--- src/rtl/spi_target_regfile.sv ---
// SPI mode-0 target that decodes command/address/data frames into a small 8-bit register file.
// All SPI pins are oversampled in the clk_in domain; register 0 is a read-only ID byte.
module spi_target_regfile #(
  parameter int          NUM_REGS = 8,
  parameter logic [7:0]  ID_VALUE = 8'hD1,
  parameter int          SYNC_FF  = 2
) (
  input  logic                  clk_in,
  input  logic                  reset,
  input  logic                  spi_sck_i,
  input  logic                  spi_csn_i,
  input  logic                  spi_mosi_i,
  output logic                  spi_miso_o,
  output logic                  spi_miso_oe_o,
  output logic [NUM_REGS*8-1:0] regs_o,
  output logic                  wr_valid_o,
  output logic [6:0]            wr_addr_o,
  output logic [7:0]            wr_data_o,
  output logic                  frame_active_o
);

  localparam int         AW         = (NUM_REGS > 1) ? $clog2(NUM_REGS) : 1;
  localparam logic [7:0] NUM_REGS_W = 8'(NUM_REGS);

  typedef enum logic [1:0] {IDLE, CMD, WDATA, RDATA} state_t;

  logic [SYNC_FF-1:0] sck_sync_reg, csn_sync_reg, mosi_sync_reg;
  logic               sck_prev_reg;
  logic               sck_s, csn_s, mosi_s, sck_rise, sck_fall;

  state_t     state_reg;
  logic [2:0] bit_cnt_reg;
  logic [6:0] addr_reg;
  logic [6:0] shift_reg;
  logic [7:0] shift_in;
  logic [7:0] tx_reg;
  logic       miso_oe_reg;
  logic       wr_valid_reg;
  logic [6:0] wr_addr_reg;
  logic [7:0] wr_data_reg;
  logic [7:0] regs_reg [0:NUM_REGS-1];

  // csn synchronizer resets high so an idle bus never looks like a frame start
  always_ff @(posedge clk_in or negedge reset) begin
    if (!reset) begin
      sck_sync_reg  <= '0;
      csn_sync_reg  <= '1;
      mosi_sync_reg <= '0;
      sck_prev_reg  <= 1'b0;
    end else begin
      sck_sync_reg  <= {sck_sync_reg[SYNC_FF-2:0], spi_sck_i};
      csn_sync_reg  <= {csn_sync_reg[SYNC_FF-2:0], spi_csn_i};
      mosi_sync_reg <= {mosi_sync_reg[SYNC_FF-2:0], spi_mosi_i};
      sck_prev_reg  <= sck_s;
    end
  end

  assign sck_s    = sck_sync_reg[SYNC_FF-1];
  assign csn_s    = csn_sync_reg[SYNC_FF-1];
  assign mosi_s   = mosi_sync_reg[SYNC_FF-1];
  assign sck_rise = sck_s & ~sck_prev_reg;
  assign sck_fall = ~sck_s & sck_prev_reg;
  assign shift_in = {shift_reg, mosi_s};

  function automatic logic in_range(input logic [6:0] a);
    return ({1'b0, a} < NUM_REGS_W);
  endfunction

  function automatic logic [7:0] read_byte(input logic [6:0] a);
    if (a == 7'd0)       return ID_VALUE;
    else if (in_range(a)) return regs_reg[a[AW-1:0]];
    else                  return 8'h00;
  endfunction

  always_ff @(posedge clk_in or negedge reset) begin
    if (!reset) begin
      state_reg    <= IDLE;
      bit_cnt_reg  <= '0;
      addr_reg     <= '0;
      shift_reg    <= '0;
      tx_reg       <= '0;
      miso_oe_reg  <= 1'b0;
      wr_valid_reg <= 1'b0;
      wr_addr_reg  <= '0;
      wr_data_reg  <= '0;
      for (int i = 0; i < NUM_REGS; i++) regs_reg[i] <= '0;
    end else begin
      wr_valid_reg <= 1'b0;
      if (csn_s) begin
        state_reg   <= IDLE;
        bit_cnt_reg <= '0;
        miso_oe_reg <= 1'b0;
        tx_reg      <= '0;
      end else begin
        case (state_reg)
          IDLE: begin
            state_reg   <= CMD;
            bit_cnt_reg <= '0;
          end
          CMD: if (sck_rise) begin
            shift_reg   <= shift_in[6:0];
            bit_cnt_reg <= bit_cnt_reg + 3'd1;
            if (bit_cnt_reg == 3'd7) begin
              addr_reg <= shift_in[6:0];
              if (shift_in[7]) begin
                state_reg   <= RDATA;
                tx_reg      <= read_byte(shift_in[6:0]);
                miso_oe_reg <= 1'b1;
              end else begin
                state_reg <= WDATA;
              end
            end
          end
          WDATA: if (sck_rise) begin
            shift_reg   <= shift_in[6:0];
            bit_cnt_reg <= bit_cnt_reg + 3'd1;
            if (bit_cnt_reg == 3'd7) begin
              addr_reg <= addr_reg + 7'd1;
              if (addr_reg != 7'd0 && in_range(addr_reg)) begin
                regs_reg[addr_reg[AW-1:0]] <= shift_in;
                wr_valid_reg <= 1'b1;
                wr_addr_reg  <= addr_reg;
                wr_data_reg  <= shift_in;
              end
            end
          end
          RDATA: begin
            if (sck_rise) begin
              bit_cnt_reg <= bit_cnt_reg + 3'd1;
              if (bit_cnt_reg == 3'd7) begin
                addr_reg <= addr_reg + 7'd1;
                tx_reg   <= read_byte(addr_reg + 7'd1);
              end
            // the fall right after a byte boundary must keep the freshly loaded MSB
            end else if (sck_fall && bit_cnt_reg != 3'd0) begin
              tx_reg <= {tx_reg[6:0], 1'b0};
            end
          end
          default: state_reg <= IDLE;
        endcase
      end
    end
  end

  genvar gi;
  generate
    for (gi = 0; gi < NUM_REGS; gi++) begin : g_regs
      if (gi == 0) begin : g_id
        assign regs_o[7:0] = ID_VALUE;
      end else begin : g_rw
        assign regs_o[gi*8 +: 8] = regs_reg[gi];
      end
    end
  endgenerate

  assign spi_miso_o     = miso_oe_reg & tx_reg[7];
  assign spi_miso_oe_o  = miso_oe_reg;
  assign wr_valid_o     = wr_valid_reg;
  assign wr_addr_o      = wr_addr_reg;
  assign wr_data_o      = wr_data_reg;
  assign frame_active_o = ~csn_s;

endmodule

--- config.mk ---
export PLATFORM = sky130hd
export DESIGN_NAME = spi_target_regfile
export DESIGN_NICKNAME = d
export VERILOG_FILES = /design/src/rtl/spi_target_regfile.sv
export SDC_FILE = /design/constraint.sdc
export NUM_CORES = 1
export LEC_CHECK = 0
export CORE_MARGIN = 3
export CORE_UTILIZATION = 53
export CTS_BUF_LIST = sky130_fd_sc_hd__clkbuf_2 sky130_fd_sc_hd__clkbuf_4 sky130_fd_sc_hd__clkbuf_8
export DETAILED_ROUTE_END_ITERATION = 6
export PLACE_DENSITY = 0.77
export SYNTH_ARGS = -nofsm -noshare
export SYNTH_HDL_FRONTEND = slang
export SYNTH_SLANG_ARGS = --single-unit
--- constraint.sdc ---
create_clock -name clk_in -period 3.3 [get_ports clk_in]
set_clock_uncertainty 0.1 [all_clocks]
set_input_delay 0.33 -clock clk_in [delete_from_list [all_inputs] [get_ports clk_in]]
set_output_delay 0.33 -clock clk_in [all_outputs]
set_load 0.005 [all_outputs]
======== Word level (Yosys, flattened, before mapping) ========
Index checks and enable logic that the tools add are counted.
operators by class
  multiplexer cells ....................... 44
  $lt $le $gt $ge ......................... 7
  equal/unequal tests ..................... 14
  div/mod/pow operators ................... 0
  shift-type cells ........................ 0
  reduce and logical (&&, ||, !) cells .... 24
  $mul .................................... 0
  bitwise gates (word level) .............. 9
  add/sub/neg operators ................... 2
operators by type and width
  operator                                                   count
  2-to-1 mux 8 bit                                           16
  bitwise mux 64 bit                                         1
  binary-select mux 8 bit (select 3 bit)                     2
  2-to-1 mux 7 bit                                           4
  demux 8 bit (select 3 bit)                                 1
  < comparator 7 x 4 -> 1 bit (second input constant)        3
  one-hot mux 8 bit (2 select lines)                         1
  zero test 7 bit                                            2
  one-hot mux 7 bit (2 select lines)                         1
  greater-or-equal comparator 4 bit (second input constant)  3
  NOT 3 -> 4 bit                                             3
  AND reduction 6 bit                                        2
  2-to-1 mux 1 bit                                           11
  nonzero test 2 bit                                         5
  inequality test 3 bit (second input constant)              3
  nonzero test 3 bit                                         3
  inequality test 4 bit (second input constant)              2
  adder 7 x 1 -> 7 bit (second input constant)               1
  nonzero test 7 bit                                         1
  2-to-1 mux 2 bit                                           3
  2-to-1 mux 3 bit                                           2
  one-hot mux 3 bit (2 select lines)                         1
  AND reduction 3 bit                                        2
  AND reduction 5 bit                                        1
  16 further kinds                                           26
storage, ports and cells
  output and inout port bits .............. 83
  register bits after elaboration ......... 115
  input bits .............................. 5
  memories kept ........................... 0
  RAM bits ................................ 0
  logic and storage cells ................. 121
  bits in read-only memories .............. 0
  bits in latches ......................... 0

======== Longest topological paths before layout ========
Gate-level depths: netlist of the first run.
  depth after elaboration ................. 11
  gate-level depth with buffers ........... 9
  mapped depth without buffers ............ 7

======== Least setup slack after synthesis of the first run ========
Ideal clock, no wire load.
  kind .................................... register -> register
  start point ............................. register addr_reg[0]
  end point ............................... register tx_reg[6]
  path buffers ............................ 3
  cell stages (with the launch flop) ...... 10
  path slack .............................. 0.587 ns
  data required time ...................... 3.074 ns
  clock period less this slack ............ 2.713 ns
  arrival time ............................ 2.487 ns
  setup time .............................. 0.126 ns
  path through ............................ dfrtp_1 > buf_4 > inv_2 > ha_1 > buf_2 > clkbuf_1 > mux4_2 > o32a_1 > o31a_1 > a221o_1
on the way
  longest elaborated chain between the ends .. 11
  elaborated cells between the ends (all ways) .. 13
  those cells by class .................... 1 x add/sub; 1 x order compare; 9 x mux; 1 x bitwise; 1 x reduce/logical
ends and longest elaborated chain
  element                                               RTL line  source
  start: declaration                                    33        logic [6:0] addr_reg;
  start signal: assignment                              104       addr_reg <= shift_in[6:0];
  start signal: assignment                              118       addr_reg <= addr_reg + 7'd1;
  start signal: assignment                              131       addr_reg <= addr_reg + 7'd1;
  adder 7 x 1 -> 7 bit (*)                              132       tx_reg <= read_byte(addr_reg + 7'd1);
  NOT 3 -> 4 bit (not written as such)                  71        else if (in_range(a)) return regs_reg[a[AW-1:0]];
  binary-select mux 8 bit (select 3 bit)                71
  2-to-1 mux 8 bit (not written as such) (2 in series)  71
  2-to-1 mux 8 bit                                      71
  2-to-1 mux 8 bit (*)                                  70        if (a == 7'd0) return ID_VALUE;
  2-to-1 mux 8 bit (*)                                  130       if (bit_cnt_reg == 3'd7) begin
  2-to-1 mux 8 bit (*)                                  128       if (sck_rise) begin
  one-hot mux 8 bit (2 select lines) (*)                95        case (state_reg)
  2-to-1 mux 8 bit (*)                                  89        if (csn_s) begin
  end signal: assignment                                107       tx_reg <= read_byte(shift_in[6:0]);
  end signal: assignment                                132
  end signal: assignment                                136       tx_reg <= {tx_reg[6:0], 1'b0};
  end: declaration                                      36        logic [7:0] tx_reg;
Mark *: on every way between the ends. The rest lies on a longest branch, timed or not. The select of a mux whose other input is x is not followed.
A chain may end at the register's enable or synchronous reset.

======== Worst setup path after layout of the first run ========
  start point ............................. register addr_reg[1]
  end point ............................... register regs_reg[58] (netlist name)
on the way
  longest elaborated chain between the ends .. 6
  elaborated cells between the ends (all ways) .. 11
  those cells by class .................... 3 x order compare; 3 x mux; 1 x bitwise; 4 x reduce/logical
ends and longest elaborated chain
  element                                                                                                        RTL line  source
  NOT 3 -> 4 bit (not written as such)                                                                           120       regs_reg[addr_reg[AW-1:0]] <= shift_in;
  greater-or-equal comparator 4 bit (not written as such) / < comparator 4 x 1 -> 1 bit (equally long branches)  120
  logical AND 1 bit (not written as such)                                                                        120
  2-to-1 mux 8 bit (not written as such)                                                                         120
  demux 8 bit (select 3 bit)                                                                                     120
  bitwise mux 64 bit                                                                                             120
  end signal: indexed assignment                                                                                 120
  end: declaration                                                                                               41        logic [7:0] regs_reg [0:NUM_REGS-1];
Parallel ways exist; a longest one is shown, timed or not.

==> qor.csv, run 1 <==
metric,value,unit
status,"finished, final reports clean",
internal cell power,0.00253,W
f_max,0.345,GHz
"CP delay by family, top",simple AND/OR/NAND/NOR gates,
CP Buf/Inv Count,1,
"most common cell after layout, fill and taps aside",dfrtp_1,
Crit-path slowest cell,nor4_4,
"Async S/R FF share, synth",100,%
core area,0.0117,sq mm
CTS buffer count,17,
Simple-Gate Fraction of Synth Area,10.6,%
Overflow after GRT,0,
Final nets,584,
share of cells above drive strength 1,27.9,%
vias per inst,6.19,
Stages on worst setup path,6,
Tcrit/Tclk final,87.8,%
Clock power frac,34.1,%
top_reg_cell synth,dfrtp_1,
fin crit period,2900,ps
synthesized cell area,0.00645,sq mm
Worst VDD drop,347,uV
CTS Root Buffer Type,clkbuf_8,
Worst path max stage delay,670,ps
Max-Cap Viols,0,
Worst R2R Path Depth,6,
Die W,116,um
hpwl dp,11.0,mm
most frequent cells in the layout,"dfrtp_1, clkdlybuf4s50_1, mux2_2, nand2_1, mux4_2",
synth warn,0,
xor/xnor cell area share of the yosys netlist,0.407,%
final setup fails,0,
initial antenna violation count,0,
initial DRC count,294,
largest family of logic cells by synthesized area,multiplexers,
pwr/cell area,511,mW/mm^2
Synth Area in Compound Gates,8.02,%
antenna-violating nets left,0,
max reg flops,56,
fin util,62.7,%
CTS HTree Levels,4,
Non-Filler Instances,724,
fraction of synthesized area in multiplexers,23.9,%
sw frac,32.3,%
Combinational Power Share,21.7,%
PortBufs,79,
startpoint types,flip-flop,
"Slew Viols, Final",0,
HP Class,input pin to flip-flop,
die height,116,um
Fillers,864,
Post-Synthesis Cells,552,
Layout area overhead,13.3,%
#FFs+latches synth,115,
P_leak,3.30,nW
Max-slew headroom,30.8,%
aggregate global-route resource usage,25.1,%
WS Path Type,flip-flop to flip-flop,
Rows,39,
Syn Area/Cell,11.7,sq um
drt drc,0,
endpoints failing hold,0,
Worst-Margin Slew,1040,ps
Final Worst Setup Slack,402,ps
Switching Power,0.00121,W
register area share after synthesis,44.6,%
GP Congestion,0.891,
total setup buffers inserted after CTS,0,
unrepaired setup endpoints after global routing,no,
first-pass GRT wire length,25.4,mm
count of cell types in the netlist,56,
sink count of the clock tree,115,
worst-path cell chain,inv_1 > ha_1 > nand2b_1 > nand4_4 > nor4_4 > mux2_2,
Ant. Diodes,0,
pre-CTS WS,408,ps
io pins,88,
Critical Path AT,3120,ps
vias,4479,
"EDFF count, synth",0,
Post-Synth Adder-Cell Area,1.74,%
dpl cells,693,
CP max FO,24,
element type at the critical path end,flip-flop,
Initial Utilization,55.3,%
clk buf depth,2,
pin count of the biggest net entering global routing,62,
DRT Pass-1 Iters,6,
setup TNS,0,ps
DIE AREA,0.0135,sq mm
clk_lat worst skew,440,ps
vias in the first global route,4526,
TritonCTS clock tree,done,
Min Hold Slack,202,ps
Total Routed Length,16.1,mm
Reg power frac,44.2,%
WP data required,3520,ps
WHS Path Cells,1,
"Reg clk slew, reported paths",60,ps
DR WL/cell,22.2,um
## kinds of logic (layout without fill, tap and decap cells)
| kind of cell | after synthesis | after routing |
|---|---|---|
| multiplexers | 109 | 109 |
| buffers and inverters | 114 | 137 |
| other | 2 | 8 |
| adder cells (fa/ha/maj) | 9 | 9 |
| XOR/XNOR | 3 | 3 |
| flip-flops | 115 | 115 |
| AO/OA/AOI/OAI | 79 | 79 |
| AND/OR/NAND/NOR | 121 | 121 |
## layout make-up
type	instances	area, sq um	share of cell area, %
Timing Repair Buffer	94	916	12.5
Clock inverter	6	80.1	1.10
Multi-Input combinational cell	329	2910	39.8
Inverter	13	48.8	0.667
Clock buffer	24	299	4.09
Sequential cell	115	2880	39.4
Tap cell	143	179	2.45
## final timing paths
| kind | from | end | slack, ps |
|---|---|---|---|
| max | addr_reg[1] | regs_reg[58] | 400 |
| min in group asynchronous | reset | state_reg[1] | 410 |
| min | spi_csn_i | csn_sync_reg[0] | 200 |
| max reg2reg | addr_reg[1] | regs_reg[58] | 400 |
| max in group asynchronous | reset | regs_o[53] | 1880 |
| min reg2reg | mosi_sync_reg[0] | mosi_sync_reg[1] | 250 |
## what timing repair did
| action | in CTS | in global routing |
|---|---|---|
| endpoints found under the hold margin | 52 | 0 |
| resized for setup | 0 | 0 |
| hold buffers | 1 | 0 |
## layer usage
layer	track usage (%)	routed length, um	vias to the layer above
met5	0	0	-
met4	10.5	412	0
met3	7.56	1180	34
met2	36.5	7560	208
met1	35.2	6920	2294
li1	-	-	1943
## cell usage after synthesis (7+ instances only)
cell type | number | area, sq um
a21oi_1 | 24 | 120
and2_1 | 8 | 50.1
buf_2 | 7 | 35.0
buf_4 | 65 | 488
clkbuf_1 | 27 | 101
dfrtp_1 | 113 | 2830
ha_1 | 9 | 113
inv_1 | 12 | 45.0
mux2_2 | 67 | 754
mux2_4 | 8 | 120
mux2i_1 | 8 | 80.1
mux4_2 | 26 | 586
nand2_1 | 52 | 195
nor2_1 | 20 | 75.1
o21ai_0 | 18 | 90.1
## stage by stage
| step | area (sq um) | total power (W) |
|---|---|---|
| 6_report | 7310 | 0.00374 |
| 4_1_cts | 7310 | 0.00375 |
| 3_3_place_gp | 6920 | 0.00245 |
| 2_1_floorplan | 6480 | 0.00222 |
| 3_5_place_dp | 6920 | 0.00248 |
| 5_1_grt | 7310 | 0.00390 |
## power groups by stage
stage	registers (W)	logic, W	clock network (W)
floorplan	0.00154	0.000688	0
global placement	0.00166	0.000790	0
detailed placement	0.00167	0.000805	0
CTS	0.00165	0.000811	0.00130
global route	0.00166	0.000881	0.00135
finish	0.00165	0.000810	0.00127
## worst reg2reg max path, cell delays in order, from the launching register on
cell,delay [ps]
dfrtp_1,600
inv_1,240
ha_1,230
nand2b_1,120
nand4_4,400
nor4_4,670
mux2_2,410
Note: power is estimated with default switching activity, not from simulation.
==> inputs of run 2 (changes only) <==
--- a/config.mk
+++ b/config.mk
@@ -5,6 +5,7 @@
 export SDC_FILE = /design/constraint.sdc
 export NUM_CORES = 1
 export LEC_CHECK = 0
+export ABC_AREA = 1
 export CORE_MARGIN = 3
 export CORE_UTILIZATION = 53
 export CTS_BUF_LIST = sky130_fd_sc_hd__clkbuf_2 sky130_fd_sc_hd__clkbuf_4 sky130_fd_sc_hd__clkbuf_8
==> qor.csv, run 2 <==
metric,value,unit
WP data required,3540,ps
vias per inst,5.65,
GP Congestion,0.955,
Rows,39,
most frequent cells in the layout,"nand2_1, dfrtp_1, clkdlybuf4s50_1, o21ai_0, nand3_1",
core area,0.0117,sq mm
largest family of logic cells by synthesized area,simple AND/OR/NAND/NOR gates,
DR WL/cell,17.8,um
antenna-violating nets left,0,
Max-slew headroom,27.2,%
Synth area leader,dfrtp_1,
sw frac,40.7,%
"EDFF count, synth",0,
share of cells above drive strength 1,9.60,%
area of the multi-input gates,0.00271,sq mm
pwr/cell area,596,mW/mm^2
endpoints failing hold,0,
Fillers,1069,
io pins,88,
DIE AREA,0.0136,sq mm
post-route cell area,0.00723,sq mm
hpwl dp,12.1,mm
Worst-Margin Slew,1080,ps
WS Path Type,flip-flop to flip-flop,
CTS buffer count,17,
drt drc,0,
Synth Area in Compound Gates,14.8,%
synthesized cell area,0.00648,sq mm
CTS HTree Levels,4,
pin count of the biggest net entering global routing,70,
"Reg clk slew, reported paths",70,ps
clk_lat worst skew,450,ps
Worst VDD drop,288,uV
aggregate global-route resource usage,27.3,%
final setup fails,0,
Post-synth top cells,"nand2_1, dfrtp_1, buf_4",
Synth top area share,43.6,%
Max-Cap Viols,0,
top_reg_cell synth,dfrtp_1,
sink count of the clock tree,115,
"Slew Viols, Final",0,
first-pass GRT wire length,28.1,mm
initial DRC count,391,
"Async S/R FF share, synth",100,%
Final nets,846,
count of cell types in the netlist,33,
startpoint types,flip-flop,
register area share after synthesis,44.4,%
area post-placement,0.00684,sq mm
Post-Synthesis Cells,820,
vias,5572,
Layout area overhead,11.5,%
clk buf depth,2,
synth warn,0,
top-count cell post-synth,nand2_1,
Min Hold Slack,199,ps
fraction of synthesized area in multiplexers,0,%
#FFs+latches synth,115,
Worst R2R Path Depth,8,
Switching Power,0.00175,W
Combinational Power Share,33.9,%
setup TNS,0,ps
CP max FO,21,
vias in the first global route,5321,
WHS Path Cells,1,
internal cell power,0.00256,W
Critical Path AT,2800,ps
Overflow after GRT,0,
register area,0.00288,sq mm
CTS Root Buffer Type,clkbuf_8,
Post-Synth Adder-Cell Area,1.74,%
Simple-Gate Fraction of Synth Area,24.8,%
Syn Area/Cell,7.91,sq um
max reg flops,56,
Die W,117,um
initial antenna violation count,0,
"most common cell after layout, fill and taps aside",nand2_1,
P_leak,3.39,nW
main area contributors after synthesis,"dfrtp_1, nand2_1, buf_4",
die height,117,um
Reg power frac,37.2,%
TritonCTS clock tree,done,
fin util,62.0,%
HP Class,input pin to flip-flop,
status,"finished, final reports clean",
post-CTS sizing,0,
Tcrit/Tclk final,77.4,%
xor/xnor cell area share of the yosys netlist,0,%
Initial Utilization,55.6,%
element type at the critical path end,flip-flop,
Ant. Diodes,0,
fin crit period,2560,ps
Clock power frac,29.0,%
DRT Pass-1 Iters,5,
PortBufs,79,
Total Routed Length,17.6,mm
unrepaired setup endpoints after global routing,no,
f_max,0.391,GHz
-- run 2: timing repair --
| action | 4_1_cts | 5_1_grt |
|---|---|---|
| hold buffers | 1 | 0 |
| buffers inserted | 0 | 0 |
| endpoints found under the hold margin | 44 | 0 |
-- run 2: cells by family after synthesis --
| kind of cell | count (synthesis) |
|---|---|
| compound gates | 169 |
| fa+ha+maj | 9 |
| buf+inv | 158 |
| flops | 115 |
| other cells | 2 |
| simple gates | 367 |
-- run 2: cell type report --
type / count / share of cell area [%]
Sequential cell: 115 / 39.8
Multi-Input combinational cell: 553 / 37.5
Timing Repair Buffer: 86 / 11.8
Clock buffer: 28 / 4.98
Inverter: 59 / 3.10
Tap cell: 143 / 2.47
Clock inverter: 3 / 0.242
-- run 2: path summary, 6_finish.rpt --
check,slack [ps],startpoint,to
worst min register to register,260,csn_sync_reg[0],csn_sync_reg[1]
worst max register to register,740,shift_reg[0],tx_reg[6]
max in group asynchronous,1960,reset,regs_reg[63]
min in group asynchronous,350,reset,wr_addr_o[5]
worst min-delay path,200,spi_csn_i,csn_sync_reg[0]
worst max-delay path,740,shift_reg[0],tx_reg[6]
-- run 2: routing by layer --
layer | GRT usage [%] | share of wire [%] | vias to the layer above
li1 | - | - | 2621
met1 | 37.6 | 45 | 2675
met2 | 41.5 | 46 | 242
met3 | 6.06 | 6.8 | 34
met4 | 11.9 | 2.5 | 0
met5 | 0 | 0 | -
-- run 2: critical path, cell delays in order, from the launching register on --
cell     delay, ps
dfrtp_1        660
inv_1          800
nand2_1        240
o21ai_0        260
nand2_1         90
nand3_1        100
a21oi_1         60
nand2_1         90
nand2_1         40
-- run 2: power by group through the flow --
| stage | combinational [W] | sequential (W) | clock [W] |
|---|---|---|---|
| floorplan | 0.00107 | 0.00154 | 0 |
| global placement | 0.00140 | 0.00161 | 0 |
| detailed placement | 0.00143 | 0.00162 | 0 |
| CTS | 0.00143 | 0.00159 | 0.00127 |
| global route | 0.00161 | 0.00161 | 0.00134 |
| finish | 0.00146 | 0.00160 | 0.00125 |
-- run 2: through the flow --
stage               total power, W  std cells  worst slack [ps]
floorplan                  0.00262        826              1090
global placement           0.00301        955               848
detailed placement         0.00304        955               851
CTS                        0.00429        987               838
global route               0.00456        987               589
finish                     0.00431        987               744
